===== src/rtl/fetch_queue.sv =====
// Instruction fetch queue: circular buffer taking two-word icache groups and presenting two entries to decode.
// Optional macro FETCH_QUEUE_EXCP_EN stores and drives a per-entry fetch exception tag.
module fetch_queue #(
  parameter int unsigned DEPTH = 8
) (
  input  logic        clk,
  input  logic        reset,
  input  logic        flush,
  input  logic        in_valid,
  output logic        in_ready,
  input  logic [31:0] in_pc,
  input  logic [63:0] in_data,
  input  logic [1:0]  in_mask,
  input  logic        in_excp,
  output logic [1:0]  out_valid,
  output logic [31:0] out0_inst,
  output logic [31:0] out1_inst,
  output logic [31:0] out0_pc,
  output logic [31:0] out1_pc,
  output logic        out0_excp,
  output logic        out1_excp,
  input  logic [1:0]  out_accept
);

  localparam int unsigned AW = $clog2(DEPTH);

  typedef logic [AW-1:0] ptr_t;
  typedef logic [AW:0]   cnt_t;

  localparam cnt_t READY_MAX = cnt_t'(DEPTH - 2);

  logic [31:0] inst_mem [DEPTH];
  logic [31:0] pc_mem   [DEPTH];

  ptr_t head;
  ptr_t tail;
  cnt_t count;

  ptr_t head_p1;
  ptr_t tail_p1;

  logic        push_en;
  logic        wr0_en;
  logic        wr1_en;
  logic [31:0] wr0_inst;
  logic [31:0] wr0_pc;
  logic [31:0] wr1_inst;
  logic [31:0] wr1_pc;
  cnt_t        n_push;

  logic pop0;
  logic pop1;
  cnt_t n_pop;

  assign head_p1 = head + ptr_t'(1);
  assign tail_p1 = tail + ptr_t'(1);

  // Ready depends only on the registered count so a full group always fits.
  assign in_ready  = (count <= READY_MAX);
  assign out_valid = {(count >= cnt_t'(2)), (count >= cnt_t'(1))};

  assign push_en = in_valid && in_ready && !flush;

  always_comb begin
    wr0_en   = 1'b0;
    wr1_en   = 1'b0;
    wr0_inst = '0;
    wr0_pc   = '0;
    wr1_inst = '0;
    wr1_pc   = '0;
    n_push   = '0;
    if (push_en) begin
      unique case (in_mask)
        2'b11: begin
          wr0_en   = 1'b1;
          wr0_inst = in_data[31:0];
          wr0_pc   = in_pc;
          wr1_en   = 1'b1;
          wr1_inst = in_data[63:32];
          wr1_pc   = in_pc + 32'd4;
          n_push   = cnt_t'(2);
        end
        2'b01: begin
          wr0_en   = 1'b1;
          wr0_inst = in_data[31:0];
          wr0_pc   = in_pc;
          n_push   = cnt_t'(1);
        end
        // A lone high word still goes to the tail slot, packed without a gap.
        2'b10: begin
          wr0_en   = 1'b1;
          wr0_inst = in_data[63:32];
          wr0_pc   = in_pc + 32'd4;
          n_push   = cnt_t'(1);
        end
        default: begin
          n_push = '0;
        end
      endcase
    end
  end

  // Accept is thermometer-coded: the second entry pops only alongside the first.
  assign pop0  = out_accept[0] & out_valid[0];
  assign pop1  = pop0 & out_accept[1] & out_valid[1];
  assign n_pop = cnt_t'(pop0) + cnt_t'(pop1);

  always_ff @(posedge clk or posedge reset) begin
    if (reset) begin
      head  <= '0;
      tail  <= '0;
      count <= '0;
    end else if (flush) begin
      head  <= '0;
      tail  <= '0;
      count <= '0;
    end else begin
      head  <= head + ptr_t'(n_pop);
      tail  <= tail + ptr_t'(n_push);
      count <= count + n_push - n_pop;
    end
  end

  always_ff @(posedge clk) begin
    if (wr0_en) begin
      inst_mem[tail] <= wr0_inst;
      pc_mem[tail]   <= wr0_pc;
    end
    if (wr1_en) begin
      inst_mem[tail_p1] <= wr1_inst;
      pc_mem[tail_p1]   <= wr1_pc;
    end
  end

  assign out0_inst = inst_mem[head];
  assign out1_inst = inst_mem[head_p1];
  assign out0_pc   = pc_mem[head];
  assign out1_pc   = pc_mem[head_p1];

`ifdef FETCH_QUEUE_EXCP_EN
  logic excp_mem [DEPTH];

  always_ff @(posedge clk) begin
    if (wr0_en) excp_mem[tail]    <= in_excp;
    if (wr1_en) excp_mem[tail_p1] <= in_excp;
  end

  assign out0_excp = excp_mem[head];
  assign out1_excp = excp_mem[head_p1];
`else
  logic unused_in_excp;
  assign unused_in_excp = in_excp;
  assign out0_excp      = 1'b0;
  assign out1_excp      = 1'b0;
`endif

endmodule


===== config.mk =====
export PLATFORM = sky130hd
export DESIGN_NAME = fetch_queue
export DESIGN_NICKNAME = d
export VERILOG_FILES = /design/src/rtl/fetch_queue.sv
export SDC_FILE = /design/constraint.sdc
export NUM_CORES = 1
export LEC_CHECK = 0
export ABC_AREA = 0
export CAP_MARGIN = 40
export CORE_MARGIN = 2
export CORE_UTILIZATION = 45
export CTS_CLUSTER_DIAMETER = 150
export DETAILED_ROUTE_END_ITERATION = 7
export GPL_ROUTABILITY_DRIVEN = 0
export GPL_TIMING_DRIVEN = 0
export HOLD_SLACK_MARGIN = 0.15
export SLEW_MARGIN = 20
export SYNTH_ARGS = -nofsm -noshare
export SYNTH_HDL_FRONTEND = slang
export SYNTH_SLANG_ARGS = --single-unit

===== constraint.sdc =====
create_clock -name clk -period 12.4 [get_ports clk]
set_clock_uncertainty 0.2 [all_clocks]
set_input_delay 1.86 -clock clk [delete_from_list [all_inputs] [get_ports clk]]
set_output_delay 1.86 -clock clk [all_outputs]
set_load 0.005 [all_outputs]

* Word level (Yosys, flattened, before mapping)
Memories as Yosys holds them, arrays and structs flattened.
Index checks and enable logic that the tools add are counted.
** Word-level totals
- Output and inout bits :: 133
- Word-level logic and storage cells :: 49
- Input port bits :: 105
- Memories kept :: 2
- RAM bits :: 512
- Register bits :: 10
** Memory list
- inst_mem :: depth 8, width 32, rd ports 2, clocked after memory_dff 0, write ports 2, RTL line 32 : logic [31:0] inst_mem [DEPTH];
- pc_mem :: depth 8, width 32, rd ports 2, clocked after memory_dff 0, write ports 2, RTL line 33 : logic [31:0] pc_mem [DEPTH];
** Operators by class
- Mux-type cells :: 21
- Reductions and logical operators :: 6
- Magnitude comparators :: 3
- Eq/ne operators :: 3
- Add/sub/neg operators :: 8
- Bitwise operators :: 3
** Operators with widths (count)
- $mux W32 :: 6
- $pmux W32 S2 :: 2
- $add A32 B3 Y32 const B :: 1
- $mux W1 :: 8
- $add A3 B1 Y3 const B :: 2
- $mux W3 :: 2
- $add A4 B4 Y4 :: 1
- $eq A2 B2 Y1 const B :: 2
- $ge A4 B1 Y1 const B :: 1
- $ge A4 B2 Y1 const B :: 1
- $le A4 B3 Y1 const B :: 1
- $mux W4 :: 1
- $pmux W2 S2 :: 1
- $reduce_or A2 Y1 :: 2
- $sub A4 B2 Y4 :: 1
- $add A3 B2 Y3 :: 1
- $add A3 B3 Y3 :: 1
- $and A1 B1 Y1 :: 3
- $reduce_or A3 Y1 :: 1
- $add A1 B1 Y2 :: 1
- $eq A2 B1 Y1 const B :: 1
- $logic_and A1 B1 Y1 :: 2
- $mux W2 :: 1
- $logic_not A1 Y1 :: 1

* Longest topological paths before layout
- Depth in word-level cells :: 7
- Mapped depth :: 13
- Gate-level depth less buffers :: 13

* Worst setup path after synthesis
No wires, ideal clock.
- Path kind :: input to register
- Start point :: in in_mask[0]
- End point :: mem inst_mem[0][0] (enable)
- Library setup time :: 0.661 ns
- Buffers on the path :: 2
- Stages on the path :: 6
- Data arrival time :: 9.738 ns
- Path slack :: 1.801 ns
- Required time :: 11.539 ns
- Path through :: clkbuf_1 inv_1 ha_1 or4_1 buf_2 o41ai_1
** RTL lines
- start: declaration :: RTL line 13 : input logic [1:0] in_mask,
- end: declaration :: RTL line 32

* Worst setup path in the final report
- Start point :: reg head[0]
- End point :: out out0_pc[1]
** On the way
- Longest elaborated chain between the ends :: 1
** Ends and longest elaborated chain
- start: declaration :: RTL line 35 : ptr_t head;
- start signal: assignment :: RTL line 118 : head <= head + ptr_t'(n_pop);
- $mem_v2 Z8 W32
- end: declaration :: RTL line 18 : output logic [31:0] out0_pc,
Every way passes these cells.

==> results_dict.tcl <==
set metrics [dict create \
    die_w_um 266 \
    start_util_pct 45.7 \
    grt_use_total_pct 33.2 \
    grt_max_degree 38 \
    wire_per_inst_um 31.6 \
    netlist_instances 2445 \
    final_layout_size_suffix_gt1_share_pct 24.6 \
    slew_violations 0 \
    avgSynthCellArea_um2 12.6 \
    worstPathArrival_ns 4.36 \
    irDropWorstVdd_uv 116 \
    synth_edf_count 512 \
    period_share_pct 51.8 \
    avgViaCountPerCell 6.79 \
    post_cts_resized 0 \
    io-pin-count 238 \
    drc 0 \
    portBuffers 199 \
    stdcell_count 3743 \
    cts_tree "done" \
    postRouteAntennaNets 0 \
    clkSinkCount 522 \
    critical_path_class "register to primary output" \
    critPathTopFamily "buffers and inverters" \
    antenna_found_initial 8 \
    drt_iter0_markers 3940 \
    synth_area_um2 30800 \
    die-area_um2 70600 \
    stdcell_area_um2 37100 \
    place_area_um2 35200 \
    power_density_nw_per_um2 179 \
    nNetsFinal 2949 \
    routed_wl_um 118000 \
    synthTopCellsByArea "edfxtp_1 50%, mux4_2 19%, o21ai_0 5.4%, mux2_2 4.7%, nand2_1 4.7%" \
    async_flop_share_pct 1.92 \
    yosysTopAreaCell "edfxtp_1" \
    hold_violations 0 \
    core_um2 67500 \
    vias 25407 \
    synth_top_area_share_pct 49.9 \
    regToRegSetupSlack_ns 7.95 \
    rows 95 \
    crit_path_end_kind "primary output" \
    chipHeight_um 266 \
    clkTransAtPathRegs_ns 0.06 \
    ys_types 69 \
    crit_buf_inv 5 \
    rsz0062_at_grt "false" \
    post_cts_buffers 0 \
    outcome "finished clean" \
    finalWorstSetupSlack_ns 5.98 \
    placed_cells_incl_taps 3624 \
    path_max_fanout 10 \
    grt_pass1_vias 25184 \
    yosysSeqAreaShare_pct 50.7 \
    pre_cts_slack_ns 5.26 \
    grt_pass1_wl_um 170000 \
    ys_ff_latch 522 \
    clkLatencyLatePin_ns 0.63 \
    max-slew-margin-rel_pct 33.0 \
    synth-main-ff-cell "edfxtp_1" \
    p_leak_uw 0.0118 \
    cp-startpoint "head[0]$_DFF_PP0_" \
    holdWs_ns 0.524 \
    crit_path_frequent_cell "clkbuf_1" \
    rr_startpoint "tail[1]$_DFF_PP0_" \
    hp-start "count[0]$_DFF_PP0_" \
    final_common_cell "edfxtp_1" \
    path_cells "clkbuf_1 -> buf_2 -> clkbuf_1 -> clkbuf_1 -> mux4_2 -> mux2_2 -> clkdlybuf4s50_1" \
    crit_slowest_cell "clkbuf_1" \
    start_kind "register" \
    cts_inserted_buffers 57 \
    max_cap_viol_count 0 \
    first_pass_iters 7 \
    overflow 0 \
    worstPathRequired_ns 10.34 \
    setup_viol_count_final 0 \
    tightestPinTransition_ns 1.00 \
    mostFrequentLayoutCells "512 x edfxtp_1, 383 x nand2_1, 329 x o21ai_0, 256 x mux4_2, 199 x clkdlybuf4s50_1" \
    area_growth_syn_to_layout_pct 20.2 \
    cts_root_buf "clkbuf_16" \
    tns_ns 0 \
    min_period_ns 6.42 \
    max_stage_delay_ns 0.70 \
    ctsHoldBuffers 0 \
    hpwl_um 85000 \
    yosys_warnings 0 \
    hold_class "register to register" \
    clockBufferDepth 3 \
    cts.htree.levels 2 \
    fmax_ghz 0.156 \
]
-- kinds of logic (layout without fill, tap and decap cells) --
kind of cell	after synthesis	count (layout)	synth area share, %
AOI/OAI and AO/OA	639	639	12.0
and+or+nand+nor	567	567	8.19
DFF	522	522	50.7
muxes	393	393	23.7
buffers and inverters	276	697	3.75
xor gates and xnor gates	27	27	0.791
adders and majority gates	20	20	0.909
other	1	5	0.0122
-- state kept, by name, summed over array words and instances (netlist names) --
register	cells
inst_mem	256
pc_mem	256
count	4
head	3
tail	3
-- power breakdown --
group | switching, µW | leakage [µW] | internal (µW) | total, µW
logic | 1400 | 0.00617 | 1510 | 2910
registers | 32.9 | 0.00473 | 2000 | 2030
clock network | 732 | 0.000856 | 941 | 1670
-- worst min-delay path, cell delays in order (launching register included) --
cell     delay (ns)
dfrtp_1        0.42
ha_1           0.15
nor2b_1        0.11
-- metrics by stage --
step                util, %  power (µW)
global placement       50.2        4810
floorplan                 -        3590
finish                 54.9        6620
global route           54.9        6800
detailed placement     52.1        4920
CTS                    54.7        6570
-- synthesized netlist by cell type (all sizes together) (5+ instances only) --
cell type / number
edfxtp: 512
nand2: 392
o21ai: 334
mux4: 256
clkbuf: 165
mux2: 128
a21oi: 103
o22ai: 96
buf: 87
nor2: 53
a211oi: 39
a22o: 35
inv: 24
nor3: 24
nor2b: 22
nand3: 19
ha: 16
xnor2: 15
xor2: 12
nand4: 11
dfrtp: 10
and3: 9
mux2i: 9
nor4: 9
or2: 9
a2111oi: 7
and4: 6
and2: 5
-- final timing paths --
| check | endpoint | cells past startpoint |
|---|---|---|
| max | out0_pc[1] | 7 |
| min | count[0]$_DFF_PP0_ | 2 |
| max reg2reg | inst_mem[2][21]$_DFFE_PP_ | 14 |
| min reg2reg | count[0]$_DFF_PP0_ | 2 |
| max in group asynchronous | tail[1]$_DFF_PP0_ | 2 |
| min in group asynchronous | head[2]$_DFF_PP0_ | 2 |
-- routing by layer --
metal	wire length (µm)	track usage, %	vias to the layer above	part of all wire, %
li1	-	-	10329	-
met1	43500	44.9	12728	37
met2	53500	50.8	1975	45
met3	14900	7.47	363	13
met4	6220	16.3	12	5.3
met5	80	0	-	0.068
-- area by class of cell --
cell class / instances / area (µm²)
diodes: 3 / 7.51
plain buffers: 252 / 1070
clock buffers: 75 / 1530
clock inverters: 27 / 236
fillers: 5574 / 30500
inverters: 24 / 90.1
multi-input cells: 1648 / 14200
flip-flops and latches: 522 / 15600
well taps: 873 / 1090
repair buffers: 319 / 3240
(Power assumes the default switching activity.)
